**src/rtl/window_averager.sv**
```systemverilog
// -----------------------------------------------------------------------------
// window_averager
//
// Decimating integrate-and-dump mean placed after a free-running signed
// accumulator. Once every N = 2**p_LOG2_WINDOW sample events the running
// total is snapshotted. The previous snapshot is subtracted to form the window
// sum, and that sum is arithmetically shifted down by p_LOG2_WINDOW. The
// resulting mean is held on a registered valid/ready output.
//
// Ports
//   i_CLK           system clock, rising edge
//   i_RESET_N       synchronous active-low reset
//   i_CLK_ENABLE    sample strobe (same strobe as the upstream accumulator)
//   i_ACCUMULATION  signed running total, value before this enable's summand
//   i_RESTART       drop baseline and restart windowing; output untouched
//   i_READY         downstream accepts o_AVERAGE when high with o_VALID
//   o_AVERAGE       signed window mean (registered)
//   o_VALID         o_AVERAGE holds an unconsumed result
//   o_OVERRUN       sticky: a result was overwritten before acceptance
// -----------------------------------------------------------------------------
module window_averager #(
   parameter int p_DATA_WIDTH  = 8,
   parameter int p_LOG2_WINDOW = 2
) (
   input  logic                           i_CLK,
   input  logic                           i_RESET_N,
   input  logic                           i_CLK_ENABLE,
   input  logic signed [p_DATA_WIDTH-1:0] i_ACCUMULATION,
   input  logic                           i_RESTART,
   input  logic                           i_READY,
   output logic signed [p_DATA_WIDTH-1:0] o_AVERAGE,
   output logic                           o_VALID,
   output logic                           o_OVERRUN
);

   typedef enum logic {
      WAIT_BASE = 1'b0,
      RUN       = 1'b1
   } state_t;

   state_t                           state_q, state_d;
   logic [p_LOG2_WINDOW-1:0]         count_q, count_d;
   logic signed [p_DATA_WIDTH-1:0]   base_q, base_d;
   logic signed [p_DATA_WIDTH-1:0]   average_q, average_d;
   logic                             valid_q, valid_d;
   logic                             overrun_q, overrun_d;

   logic signed [p_DATA_WIDTH-1:0]   window_sum;
   logic signed [p_DATA_WIDTH-1:0]   window_mean;
   logic                             boundary;
   logic                             load;

   // Modular subtraction recovers the true window sum even when the upstream
   // total has wrapped, provided the sum itself fits in p_DATA_WIDTH signed.
   assign window_sum  = i_ACCUMULATION - base_q;
   // Arithmetic shift floors toward -inf (e.g. -5/4 -> -2).
   assign window_mean = window_sum >>> p_LOG2_WINDOW;

   // The counter width is exactly log2(N), so it wraps from N-1 to 0 for free.
   assign boundary = i_CLK_ENABLE && (count_q == '0);

   always_comb begin
      // NOTE: every signal assigned here gets a default first so no path
      // leaves it unassigned; that is what keeps this block latch-free.
      state_d   = state_q;
      count_d   = count_q;
      base_d    = base_q;
      average_d = average_q;
      valid_d   = valid_q;
      overrun_d = overrun_q;
      load      = 1'b0;

      // Restart wins over a coincident sample, which is simply discarded.
      if (i_RESTART) begin
         count_d = '0;
         state_d = WAIT_BASE;
      end else if (i_CLK_ENABLE) begin
         count_d = count_q + p_LOG2_WINDOW'(1);
         if (boundary) begin
            base_d  = i_ACCUMULATION;
            state_d = RUN;
            load    = (state_q == RUN);
         end
      end

      // Output register: a new result always wins; otherwise normal handshake.
      if (load) begin
         average_d = window_mean;
         valid_d   = 1'b1;
         if (valid_q && !i_READY) begin
            overrun_d = 1'b1;
         end
      end else if (valid_q && i_READY) begin
         valid_d = 1'b0;
      end
   end

   always_ff @(posedge i_CLK) begin
      // NOTE: sequential state uses non-blocking assignments only, so every
      // flop samples the pre-edge values regardless of statement order.
      if (!i_RESET_N) begin
         state_q   <= WAIT_BASE;
         count_q   <= '0;
         base_q    <= '0;
         average_q <= '0;
         valid_q   <= 1'b0;
         overrun_q <= 1'b0;
      end else begin
         state_q   <= state_d;
         count_q   <= count_d;
         base_q    <= base_d;
         average_q <= average_d;
         valid_q   <= valid_d;
         overrun_q <= overrun_d;
      end
   end

   assign o_AVERAGE = average_q;
   assign o_VALID   = valid_q;
   assign o_OVERRUN = overrun_q;

endmodule

```
**config.mk**
```make
export PLATFORM = sky130hd
export DESIGN_NAME = window_averager
export DESIGN_NICKNAME = d
export VERILOG_FILES = /design/src/rtl/window_averager.sv
export SDC_FILE = /design/constraint.sdc
export NUM_CORES = 1
export LEC_CHECK = 0
export BUFFER_PORTS_ARGS = -buffer_cell sky130_fd_sc_hd__buf_2
export CAP_MARGIN = 0
export CORE_MARGIN = 3
export CORE_UTILIZATION = 47
export CTS_CLUSTER_DIAMETER = 100
export CTS_CLUSTER_SIZE = 14
export DETAILED_ROUTE_END_ITERATION = 7
export PLACE_DENSITY = 0.82
export REMOVE_ABC_BUFFERS = 1
export SETUP_SLACK_MARGIN = 0.05
export SYNTH_ARGS = -nofsm -noshare
export SYNTH_HDL_FRONTEND = slang
export SYNTH_SLANG_ARGS = --single-unit
```
**constraint.sdc**
```tcl
create_clock -name i_CLK -period 1.8 [get_ports i_CLK]
set_input_delay 0.45 -clock i_CLK [delete_from_list [all_inputs] [get_ports i_CLK]]
set_output_delay 0.45 -clock i_CLK [all_outputs]
set_load 0.01 [all_outputs]
```
**Yosys cells after proc, flatten, opt, wreduce, memory -nomap -nowiden**

Index checks and enable logic that the tools add are counted.
W data, S select, Z words.

- Add/subtract/negate cells: 2
- Multiplexer cells: 5
- Bitwise logic cells: 2
- Reduce and logical (&&, ||, !) cells: 10

Operators with widths:

| kind | count |
|---|---|
| $sub A8 B8 Y8 | 1 |
| $mux W1 | 5 |
| $reduce_and A2 Y1 | 2 |
| $logic_and A1 B1 Y1 | 3 |
| $reduce_and A3 Y1 | 1 |
| $add A2 B1 Y2 const B | 1 |
| $logic_not A2 Y1 | 1 |
| $not A1 Y1 | 2 |
| $reduce_bool A2 Y1 | 1 |
| $reduce_or A2 Y1 | 1 |
| $logic_not A1 Y1 | 1 |

- Bits in registers: 19
- Bits of input ports: 13
- Output and inout port bits: 10
- Logic and storage cells: 25

**Logic depth before layout (Yosys ltp)**

Gate-level depths: netlist of run 1.

- Depth in word-level cells: 6
- Depth in mapped cells: 9
- Gate-level depth less buffers: 7

**Worst setup path after synthesis of run 1**

Ideal clock, no wire load.

- Path type: input to register
- From: input port i_ACCUMULATION[2]
- To: register average_q[2] (netlist: o_AVERAGE[2])
- Library setup time: 0.122 ns
- Arrival: 1.668 ns
- Required time: 1.678 ns
- Path slack: 0.010 ns
- Stages on the path: 6
- Buffers on the path: 0
- Path through: ha_1 > a21o_1 > a31o_2 > a21oi_1 > nor4b_1 > a311o_1

- Cells in the longest elaborated chain, start to end: 1

Ends and longest elaborated chain:

| element | RTL line | source |
|---|---|---|
| start: declaration | 28 | `input logic signed [p_DATA_WIDTH-1:0] i_ACCUMULATION,` |
| $sub A8 B8 Y8 | 55 | `assign window_sum = i_ACCUMULATION - base_q;` |
| end signal: assignment | 112 | `average_q <= average_d;` |
| end: declaration | 44 | `logic signed [p_DATA_WIDTH-1:0] average_q, average_d;` |

No other way between the ends.
A chain may end at the register's enable or synchronous reset.

**Worst setup path in the final report of run 1**

- From: register base_q[2]
- To: register average_q[3] (netlist: o_AVERAGE[3])

- Cells in the longest elaborated chain, start to end: 1

Ends and longest elaborated chain:

| element | RTL line | source |
|---|---|---|
| start: declaration | 43 | `logic signed [p_DATA_WIDTH-1:0] base_q, base_d;` |
| start signal: assignment | 111 | `base_q <= base_d;` |
| $sub A8 B8 Y8 | 55 |  |

No other way between the ends.

==> results of run 1 <==
[worst reg2reg max path, cell delays in order, from the launching register on]
cell	delay, ns
dfxtp_2	0.34
inv_1	0.04
ha_1	0.27
a21o_1	0.17
a31o_4	0.23
a31oi_1	0.22
nor4b_1	0.09
a211o_1	0.22
[cells in the mapped netlist, types with 2 or more instances]
cell / instances
a21oi_1: 3
nor4b_1: 2
a21boi_0: 9
a21o_1: 3
nand2b_1: 4
nor2_1: 5
ha_1: 7
inv_1: 8
buf_6: 2
a31oi_1: 2
clkbuf_1: 2
nand3_1: 2
xnor2_1: 3
dfxtp_1: 19
buf_4: 2
nand2_1: 22
and2_1: 2
xor2_1: 2
o21ai_0: 3
[through the flow]
step,hold WS [ns],worst slack [ns],TNS (ns),instances,util (%)
2_1_floorplan,0.443,0.0104,0,112,-
3_3_place_gp,0.442,-0.101,-0.373,167,58.0
3_5_place_dp,0.450,-0.100,-0.413,167,58.0
4_1_cts,0.392,0.0992,0,171,59.3
5_1_grt,0.400,0.0418,0,171,60.2
6_report,0.399,0.112,0,171,60.2
[worst max-delay path by stage]
stage | end | start | cells past startpoint | slack, ns
4_1_cts | o_AVERAGE[4] | base_q[2] | 7 | 0.1
5_1_grt | o_AVERAGE[2] | base_q[2] | 7 | 0.04
6_report | o_AVERAGE[3] | base_q[2] | 7 | 0.11
2_1_floorplan | o_AVERAGE[2] | i_ACCUMULATION[2] | 6 | 0.01
3_5_place_dp | o_AVERAGE[3] | i_ACCUMULATION[2] | 7 | -0.10
3_3_place_gp | o_AVERAGE[4] | i_ACCUMULATION[2] | 7 | -0.10
[layout by cell type, fill, tap and decap left out, drive strengths merged, types with 2 or more instances in the layout]
cell type,netlist,layout
a21boi,9,9
xnor2,3,3
and2,2,2
a31oi,2,2
nand3,2,2
a21o,3,3
nor4b,2,2
nand2,23,23
xor2,2,2
nand2b,4,4
ha,7,7
clkbuf,2,3
a21oi,3,3
nor2,5,5
buf,4,28
o21ai,3,3
dfxtp,19,19
inv,8,8
[flip-flops by register name, indices dropped and copies added, names as in the netlist]
register	cells
base_q	8
count_q	2
o_AVERAGE	6
o_OVERRUN	1
o_VALID	1
state_q	1
[layer usage]
metal	wire [µm]	vias up	GRT usage, %
li1	-	460	-
met1	873	400	19.9
met2	974	14	26.2
met3	69	4	2.56
met4	35	0	7.66
met5	0	-	0
[logic make-up after synthesis]
kind of cell | after synthesis | share of synthesized area (%)
AND/OR/NAND/NOR | 44 | 21.8
AO/OA/AOI/OAI | 28 | 20.2
flip-flops | 19 | 37.0
buffers and inverters | 14 | 7.30
adder cells (fa/ha/maj) | 7 | 8.52
XOR/XNOR | 5 | 4.26
multiplexers | 1 | 0.973
[layout make-up]
type	instances	area, µm²
Clock buffer	3	22.5
Clock inverter	1	5.00
Fill cell	197	805
Inverter	8	30.0
Multi-Input combinational cell	85	589
Sequential cell	19	382
Tap cell	27	33.8
Timing Repair Buffer	28	155
[power groups by stage]
stage               clock (W)  combinational, W  sequential [W]
floorplan                   0         0.0000973        0.000452
global placement            0          0.000157        0.000451
detailed placement          0          0.000163        0.000452
CTS                  0.000224          0.000164        0.000442
global route         0.000241          0.000193        0.000444
finish               0.000216          0.000170        0.000442
[repair_timing]
action / CTS / global route
setup endpoints to repair: 0 / 4
hold buffers: 0 / 0
resized for setup: 0 / 3
==> metrics.md, run 1 <==
| Metric | Value |
|---|---|
| Status | `completed` |
| Final WL | `1.95 mm` |
| Drt first pass iters | `4` |
| Switch share | `between 20% and 30%` |
| Post-layout nets | `about 170` |
| P_leak | `0.537 nW` |
| VDD IR max | `between 0.5 and 0.6 mV` |
| Total global-route track usage | `approximately 16%` |
| R2R Setup Slk | `0.11 ns` |
| Initial Util | `roughly half` |
| Critical Path Sink Type | `flip-flop` |
| Post-synth ARST share | `0%` |
| Gate power share | `approximately a fifth` |
| CTS tree | `done` |
| Yosys reg bits | `19` |
| Die height | `approximately 53 µm` |
| Pint | `0.000599 W` |
| Final period util | `a little over nine tenths` |
| Die Wd | `roughly 53 µm` |
| PortBufs | `22` |
| RSZ-0062 raised after global routing | `no` |
| N_diodes | `0` |
| Final Wtd Congestion | `roughly 0.79` |
| Top post-synthesis cells by area | `dfxtp_1 37%, ha_1 8.5%, nand2_1 8.0%, a21boi_0 6.6%, inv_1 2.9%` |
| Min-Delay Endpoint | `base_q[0]` |
| Fin crit period | `about 1.7 ns` |
| Root Buffer | `clkbuf_4` |
| Slew Viols, Final | `0` |
| Crit path max fanout | `5` |
| Ys flop type | `dfxtp_1` |
| Largest net degree at the start of global routing | `26` |
| I/O pins | `23` |
| Worst path arrival time | `roughly 1.9 ns` |
| Vias per cell | `about 5.1` |
| Synth Area per Inst | `about 8.7 µm²` |
| Wire per inst | `approximately 11 µm` |
| Pin slew with the least headroom to its limit | `0.371 ns` |
| Synthesized area | `about 1000 µm²` |
| Synth warn | `0` |
| Final antenna-violating net count | `0` |
| Post-route cell area | `~1200 µm²` |
| Vias in the first global route | `roughly 760` |
| Critical Path, Cell by Cell | `inv_1 -> ha_1 -> a21o_1 -> a31o_4 -> a31oi_1 -> nor4b_1 -> a211o_1` |
| CP bufs+invs | `1` |
| DRC viols | `0` |
| Hold crit path type | `input pin to flip-flop` |
| Worst r2r path cells | `7` |
| Max cap viols | `0` |
| Core area | `~2000 µm²` |
| Hold Crit Depth | `3` |
| # rows | `16` |
| R2r startpoint | `base_q[2]` |
| H-Tree Depth | `1` |
| Clock Sinks | `19` |
| Slowest-stage cell, CP | `dfxtp_2` |
| Post-Synthesis Cells | `118` |
| FF-to-FF End | `o_AVERAGE[3]` |
| Unique cell type count in the Yosys netlist | `35` |
| Iter 0 DRT Violations | `12` |
| Setup Skew | `between 0.005 and 0.006 ns` |
| Clk pwr share | `approximately a quarter` |
| Final Power | `~0.00083 W` |
| Hold Startpoint | `i_ACCUMULATION[0]` |
| DP Area | `about 1200 µm²` |
| Sw Pwr | `about 0.00023 W` |
| CTS Buf Count | `3` |
| Fin. Hold Viols | `0` |
| Register area share after synthesis | `between 30% and 40%` |
| Crit path max-delay family | `compound AO/OA/AOI/OAI gates` |
| Vias | `around 900` |
| Slew margin rel. | `between 70% and 80%` |
| Leading area contributor after synthesis | `dfxtp_1` |
| Seq pwr share | `a little over half` |
| Max incr delay on CP | `around 0.34 ns` |
| Clock buffer depth | `2` |
| Final setup fails | `0` |
| DPL Wire Length | `between 1 and 1.5 mm` |
| Worst EP required | `roughly 2.0 ns` |
| Launching element type of the critical path | `flip-flop` |
| Clk_lat worst skew | `~0.3 ns` |
| Reg clk slew, reported paths | `between 0.1 and 0.15 ns` |
| Initial antenna violation count | `0` |
| PwrDens | `~700 nW/µm²` |
| Overflow after GRT | `0` |
| Global-route wire length before repair | `approximately 3.2 mm` |
| Fmax | `0.592 GHz` |
| Synth top area share | `between 30% and 40%` |
| EDFF count, synth | `0` |
| Post-CTS setup buffers | `0` |
| Layout area overhead | `18.4%` |
| Crit Path Class | `flip-flop to flip-flop` |
| Die ar. | `2790 µm²` |
| Layout cells sized above 1 | `between 20% and 30%` |
Power figures use the tool's default switching activity.
==> inputs of run 2 (changes only) <==
==> constraint.sdc (replaced) <==
create_clock -name i_CLK -period 1.8 [get_ports i_CLK]
set_input_delay 0.36 -clock i_CLK [delete_from_list [all_inputs] [get_ports i_CLK]]
set_output_delay 0.36 -clock i_CLK [all_outputs]
set_load 0.01 [all_outputs]
==> metrics.md, run 2 (synthesis gave the netlist of run 1 again) <==
| Metric | Value |
|---|---|
| Status | `completed` |
| I/O pins | `23 (unchanged)` |
| VDD IR max | `0.508 mV (-10%)` |
| Cts hold-fix bufs | `0 (unchanged)` |
| Layout area overhead | `20.1%` |
| R2R Setup Slk | `0.14 ns (+0.03 ns)` |
| # fillers | `179 (-9.1%)` |
| Setup TNS | `0 ns (unchanged)` |
| DPL Wire Length | `1.47 mm (+0.78%)` |
| Post-CTS setup buffers | `0 (unchanged)` |
| Reg clk slew, reported paths | `0.11 ns (about the same)` |
| P_leak | `0.539 nW (+0.41%)` |
| Pint | `0.000603 W (+0.68%)` |
| Die height | `52.8 µm (unchanged)` |
| Switch share | `27.6% (-0.049 points)` |
| Worst r2r path cells | `7 (unchanged)` |
| Vias per cell | `5.20 (+1.3%)` |
| Final period util | `92.1% (-1.7 points)` |
| Setup Skew | `0.00754 ns (+0.00253 ns)` |
| H-Tree Depth | `1 (unchanged)` |
| Largest net degree at the start of global routing | `26 (unchanged)` |
| Largest Register | `base_q` |
| Seq pwr share | `53.1% (-0.3 points)` |
| Metal-1 WL | `865 µm (-0.92%)` |
| Launching element type of the critical path | `flip-flop` |
| Fmax | `0.604 GHz (+1.9%)` |
| Max cap viols | `0 (unchanged)` |
| Met3 wire len | `89 µm (+29%)` |
| Area of the multi-input gates | `614 µm² (+4.2%)` |
| Setup crit end | `o_AVERAGE[2]` |
| Total global-route track usage | `16.2% (+0.32 points)` |
| # rows | `16 (unchanged)` |
| PwrDens | `675 nW/µm² (-0.82%)` |
| Clock buffer depth | `2 (unchanged)` |
| Clk pwr share | `25.6% (-0.5 points)` |
| Wire per inst | `11.6 µm (+1.3%)` |
| Final WL | `1.97 mm (+0.67%)` |
| Worst path arrival time | `1.85 ns (-0.03 ns)` |
| Crit Path Class | `flip-flop to flip-flop` |
| RSZ-0062 raised after global routing | `no` |
| CP startpoint | `base_q[2]` |
| Layout cells sized above 1 | `27.3% (+1.6 points)` |
| Critical Path Sink Type | `flip-flop` |
| Max FFs per register | `8 (unchanged)` |
| Fin crit period | `1.66 ns (-0.0313 ns)` |
| Vias in the first global route | `841 (+11%)` |
| Hold crit path type | `input pin to flip-flop` |
| Die ar. | `2790 µm² (unchanged)` |
| DRC viols | `0 (unchanged)` |
| R2r startpoint | `base_q[2]` |
| Sw Pwr | `0.000230 W (+0.43%)` |
| FF-to-FF End | `o_AVERAGE[2]` |
| CTS tree | `done` |
| Final Wtd Congestion | `0.766 (-2.4%)` |
| Overflow after GRT | `0 (unchanged)` |
| Core area | `2020 µm² (unchanged)` |
| N_diodes | `0 (unchanged)` |
| Vias | `884 (+0.68%)` |
| Initial Util | `50.9% (unchanged)` |
| Drt first pass iters | `6 (+2)` |
| Slew Viols, Final | `0 (unchanged)` |
| CTS Buf Count | `3 (unchanged)` |
| Post-CTS Resized | `0 (unchanged)` |
| Root Buffer | `clkbuf_4` |
| Reg area | `382 µm² (unchanged)` |
| Final Power | `0.000833 W (+0.61%)` |
| Pin slew with the least headroom to its limit | `0.367 ns (-0.00372 ns)` |
| Clock Sinks | `19 (unchanged)` |
| Commonest cells after routing, fill and taps aside | `22 x nand2_1, 22 x buf_2, 18 x dfxtp_1` |
| Final setup fails | `0 (unchanged)` |
| Initial antenna violation count | `0 (unchanged)` |
| Slew margin rel. | `75.5% (+0.32 points)` |
| Fin. Hold Viols | `0 (unchanged)` |
| Gate power share | `21.3% (+0.7 points)` |
| PortBufs | `22 (unchanged)` |
| Crit path max fanout | `5 (unchanged)` |
| Met2 Wirelength | `991 µm (+1.7%)` |
| Top layer in use | `met4` |
| Final antenna-violating net count | `0 (unchanged)` |
| Global-route wire length before repair | `3.44 mm (+6.0%)` |
| Die Wd | `52.8 µm (unchanged)` |
| Iter 0 DRT Violations | `9 (-3)` |
| Worst EP required | `1.99 ns (about the same)` |
| Clk_lat worst skew | `0.29 ns (about the same)` |
| Post-layout nets | `164 (-0.61%)` |
[run 2: worst min-delay path by stage]
stage | start | depth (start not counted) | slack, ns | to
6_report | i_ACCUMULATION[0] | 3 | 0.32 | base_q[0]
5_1_grt | i_ACCUMULATION[3] | 3 | 0.32 | base_q[3]
4_1_cts | i_ACCUMULATION[0] | 3 | 0.31 | base_q[0]
3_5_place_dp | o_OVERRUN | 1 | 0.45 | o_OVERRUN
3_3_place_gp | o_OVERRUN | 1 | 0.44 | o_OVERRUN
2_1_floorplan | base_q[1] | 2 | 0.44 | base_q[1]
[run 2: worst max-delay path: stages (launching register included)]
cell and delay [ns]:
dfxtp_2 0.33, inv_1 0.08, ha_4 0.20, a21o_1 0.19
a31o_4 0.23, a21oi_1 0.15, nor4b_1 0.07, a311o_1 0.31
[run 2: power groups by stage]
stage / Sequential, W / Clock (W) / Combinational (W)
after floorplan: 0.000452 / 0 / 0.0000973
after global placement: 0.000451 / 0 / 0.000154
after detailed placement: 0.000452 / 0 / 0.000160
after CTS: 0.000442 / 0.000221 / 0.000161
after global routing: 0.000445 / 0.000243 / 0.000199
final: 0.000443 / 0.000213 / 0.000177
[run 2: final cells by class]
cell class              count  area share [%]
multi-input cells          85            49.7
flip-flops and latches     19            30.9
repair buffers             27            12.0
well taps                  27            2.74
inverters                   8            2.43
clock buffers               3            1.82
clock inverters             1           0.405
[run 2: per-stage QoR]
step | instance area [µm²] | setup slack (ns) | utilization, % | hold WS [ns] | cells
2_1_floorplan | 983 | 0.100 | - | 0.443 | 112
3_3_place_gp | 1160 | -0.00172 | 57.6 | 0.442 | 166
3_5_place_dp | 1160 | -0.0434 | 57.6 | 0.450 | 166
4_1_cts | 1190 | 0.0553 | 59.0 | 0.307 | 170
5_1_grt | 1230 | 0.0534 | 61.1 | 0.321 | 170
6_report | 1230 | 0.143 | 61.1 | 0.320 | 170
[run 2: layer usage]
metal  vias to the layer above  track usage (%)
met1                       408             19.3
met4                         0             6.38
met3                         2             2.85
li1                        458                -
met5                         -                0
met2                        16             28.5
==> inputs of run 3 (changes only) <==
--- a/config.mk
+++ b/config.mk
@@ -12,6 +12,7 @@
 export CTS_CLUSTER_DIAMETER = 100
 export CTS_CLUSTER_SIZE = 14
 export DETAILED_ROUTE_END_ITERATION = 7
+export MAX_ROUTING_LAYER = met4
 export PLACE_DENSITY = 0.82
 export REMOVE_ABC_BUFFERS = 1
 export SETUP_SLACK_MARGIN = 0.05
==> metrics.md, run 3 (synthesis gave the netlist of run 1 again) <==
| Metric | Value |
|---|---|
| Hold crit path type | `input pin to flip-flop` |
| CP bufs+invs | `1 (unchanged)` |
| Initial antenna violation count | `0 (unchanged)` |
| Pre-CTS setup slack | `-0.0434 ns (unchanged)` |
| Worst EP required | `1.99 ns (about the same)` |
| Worst r2r path cells | `7 (unchanged)` |
| Max cap viols | `0 (unchanged)` |
| # fillers | `179 (unchanged)` |
| Commonest cells after routing, fill and taps aside | `22 x nand2_1, 22 x buf_2, 18 x dfxtp_1` |
| Final Power | `0.000833 W (about the same)` |
| I/O pins | `23 (unchanged)` |
| Hold WS | `0.321 ns (+0.000172 ns)` |
| Slew Viols, Final | `0 (unchanged)` |
| DP Area | `1160 µm² (unchanged)` |
| Wire per inst | `11.6 µm (unchanged)` |
| Crit path max-delay family | `compound AO/OA/AOI/OAI gates` |
| Die ar. | `2790 µm² (unchanged)` |
| Clk_lat worst skew | `0.29 ns (about the same)` |
| Worst path arrival time | `1.85 ns (about the same)` |
| Min-Delay Endpoint | `base_q[0]` |
| R2R Setup Slk | `0.14 ns (about the same)` |
| Die Wd | `52.8 µm (unchanged)` |
| DRC viols | `0 (unchanged)` |
| CTS tree | `done` |
| Final period util | `92.1% (about the same)` |
| Hold Crit Depth | `3 (unchanged)` |
| Largest net degree at the start of global routing | `26 (unchanged)` |
| Setup Skew | `0.00765 ns (+0.000115 ns)` |
| R2r startpoint | `base_q[2]` |
| Final worst slack | `0.143 ns (+0.0000340 ns)` |
| Slowest-stage cell, CP | `dfxtp_2` |
| N_diodes | `0 (unchanged)` |
| Hold Startpoint | `i_ACCUMULATION[0]` |
| Vias | `884 (unchanged)` |
| Overflow after GRT | `0 (unchanged)` |
| Post-route cell area | `1230 µm² (unchanged)` |
| Vias per cell | `5.20 (unchanged)` |
| Crit Path Class | `flip-flop to flip-flop` |
| Critical Path Sink Type | `flip-flop` |
| Post-CTS setup buffers | `0 (unchanged)` |
| Post-layout nets | `164 (unchanged)` |
| Reg clk slew, reported paths | `0.11 ns (about the same)` |
| # rows | `16 (unchanged)` |
| Clock buffer depth | `2 (unchanged)` |
| FF-to-FF End | `o_AVERAGE[2]` |
| Final Wtd Congestion | `0.777 (+1.3%)` |
| VDD IR max | `0.508 mV (about the same)` |
| Pin slew with the least headroom to its limit | `0.367 ns (-0.0000280 ns)` |
| Final antenna-violating net count | `0 (unchanged)` |
| Drt first pass iters | `6 (unchanged)` |
| Largest Register | `base_q` |
| Final WL | `1.97 mm (unchanged)` |
| Die height | `52.8 µm (unchanged)` |
| Core area | `2020 µm² (unchanged)` |
| DPL Wire Length | `1.47 mm (unchanged)` |
| Status | `completed` |
| Root Buffer | `clkbuf_4` |
| CTS Buf Count | `3 (unchanged)` |
| Layout cells sized above 1 | `27.3% (unchanged)` |
| Global-route wire length before repair | `3.44 mm (+0.20%)` |
| H-Tree Depth | `1 (unchanged)` |
| Max incr delay on CP | `0.33 ns (about the same)` |
| Layout area overhead | `20.1% (unchanged)` |
| Launching element type of the critical path | `flip-flop` |
| P_leak | `0.539 nW (unchanged)` |
| Final setup fails | `0 (unchanged)` |
| PwrDens | `675 nW/µm² (about the same)` |
| Max FFs per register | `8 (unchanged)` |
| Vias in the first global route | `840 (-0.12%)` |
| Crit path max fanout | `5 (unchanged)` |
| Fmax | `0.604 GHz (about the same)` |
| Total global-route track usage | `16.7% (+0.41 points)` |
| PortBufs | `22 (unchanged)` |
| Critical Path, Cell by Cell | `inv_1 -> ha_4 -> a21o_1 -> a31o_4 -> a21oi_1 -> nor4b_1 -> a311o_1` |
| Clock Sinks | `19 (unchanged)` |
| Fin crit period | `1.66 ns (-0.0000340 ns)` |
| RSZ-0062 raised after global routing | `no` |
| Fin. Hold Viols | `0 (unchanged)` |
| Iter 0 DRT Violations | `9 (unchanged)` |
| Slew margin rel. | `75.5% (about the same)` |
| Initial Util | `50.9% (unchanged)` |
==> run 3: cell counts in the layout (fill, tap and decap cells not counted) <==
Identical to the previous run, type by type.
==> run 3: stage by stage <==
| stage | setup TNS (ns) | cells | utilization, % |
|---|---|---|---|
| 6_report | 0 | 170 | 61.1 |
| 3_5_place_dp | -0.106 | 166 | 57.6 |
| 4_1_cts | 0 | 170 | 59.0 |
| 3_3_place_gp | -0.00172 | 166 | 57.6 |
| 2_1_floorplan | 0 | 112 | - |
| 5_1_grt | 0 | 170 | 61.1 |
==> run 3: worst max path at each step <==
stage | end | depth (start not counted) | from | slack, ns
finish | o_AVERAGE[2] | 7 | base_q[2] | 0.14
CTS | o_AVERAGE[2] | 7 | base_q[2] | 0.06
floorplan | o_AVERAGE[2] | 6 | i_ACCUMULATION[2] | 0.10
global route | o_AVERAGE[5] | 7 | count_q[1] | 0.05
detailed placement | o_AVERAGE[2] | 7 | i_ACCUMULATION[2] | -0.04
global placement | o_AVERAGE[2] | 7 | i_ACCUMULATION[2] | -0.002
==> run 3: power breakdown <==
part           internal [W]  leakage [nW]  switching (W)
Clock             0.0000825        0.0177       0.000131
Combinational     0.0000862         0.366      0.0000913
Sequential         0.000434         0.155     0.00000806
==> run 3: worst min-delay path, stage by stage <==
cell and delay, ns:
buf_2 0.10, nand2_1 0.04, a21boi_0 0.06
==> run 3: layout make-up <==
cell class              instances  area (µm²)  share of cell area [%]
inverters                       8        30.0                    2.43
multi-input cells              85         614                    49.7
clock inverters                 1        5.00                   0.405
well taps                      27        33.8                    2.74
clock buffers                   3        22.5                    1.82
repair buffers                 27         148                    12.0
flip-flops and latches         19         382                    30.9
==> run 3: repair_timing <==
action,in CTS,in global routing
hold buffers,0,0
resized for setup,0,7
endpoints found under the setup margin,0,5
==> run 3: routing by layer <==
| layer | global-route usage [%] | vias up | share of wire (%) |
|---|---|---|---|
| met2 | 28.5 | 16 | 50 |
| li1 | - | 458 | - |
| met3 | 2.85 | 2 | 4.6 |
| met1 | 19.3 | 408 | 44 |
| met5 | - | - | 0 |
| met4 | 6.38 | 0 | 0.97 |
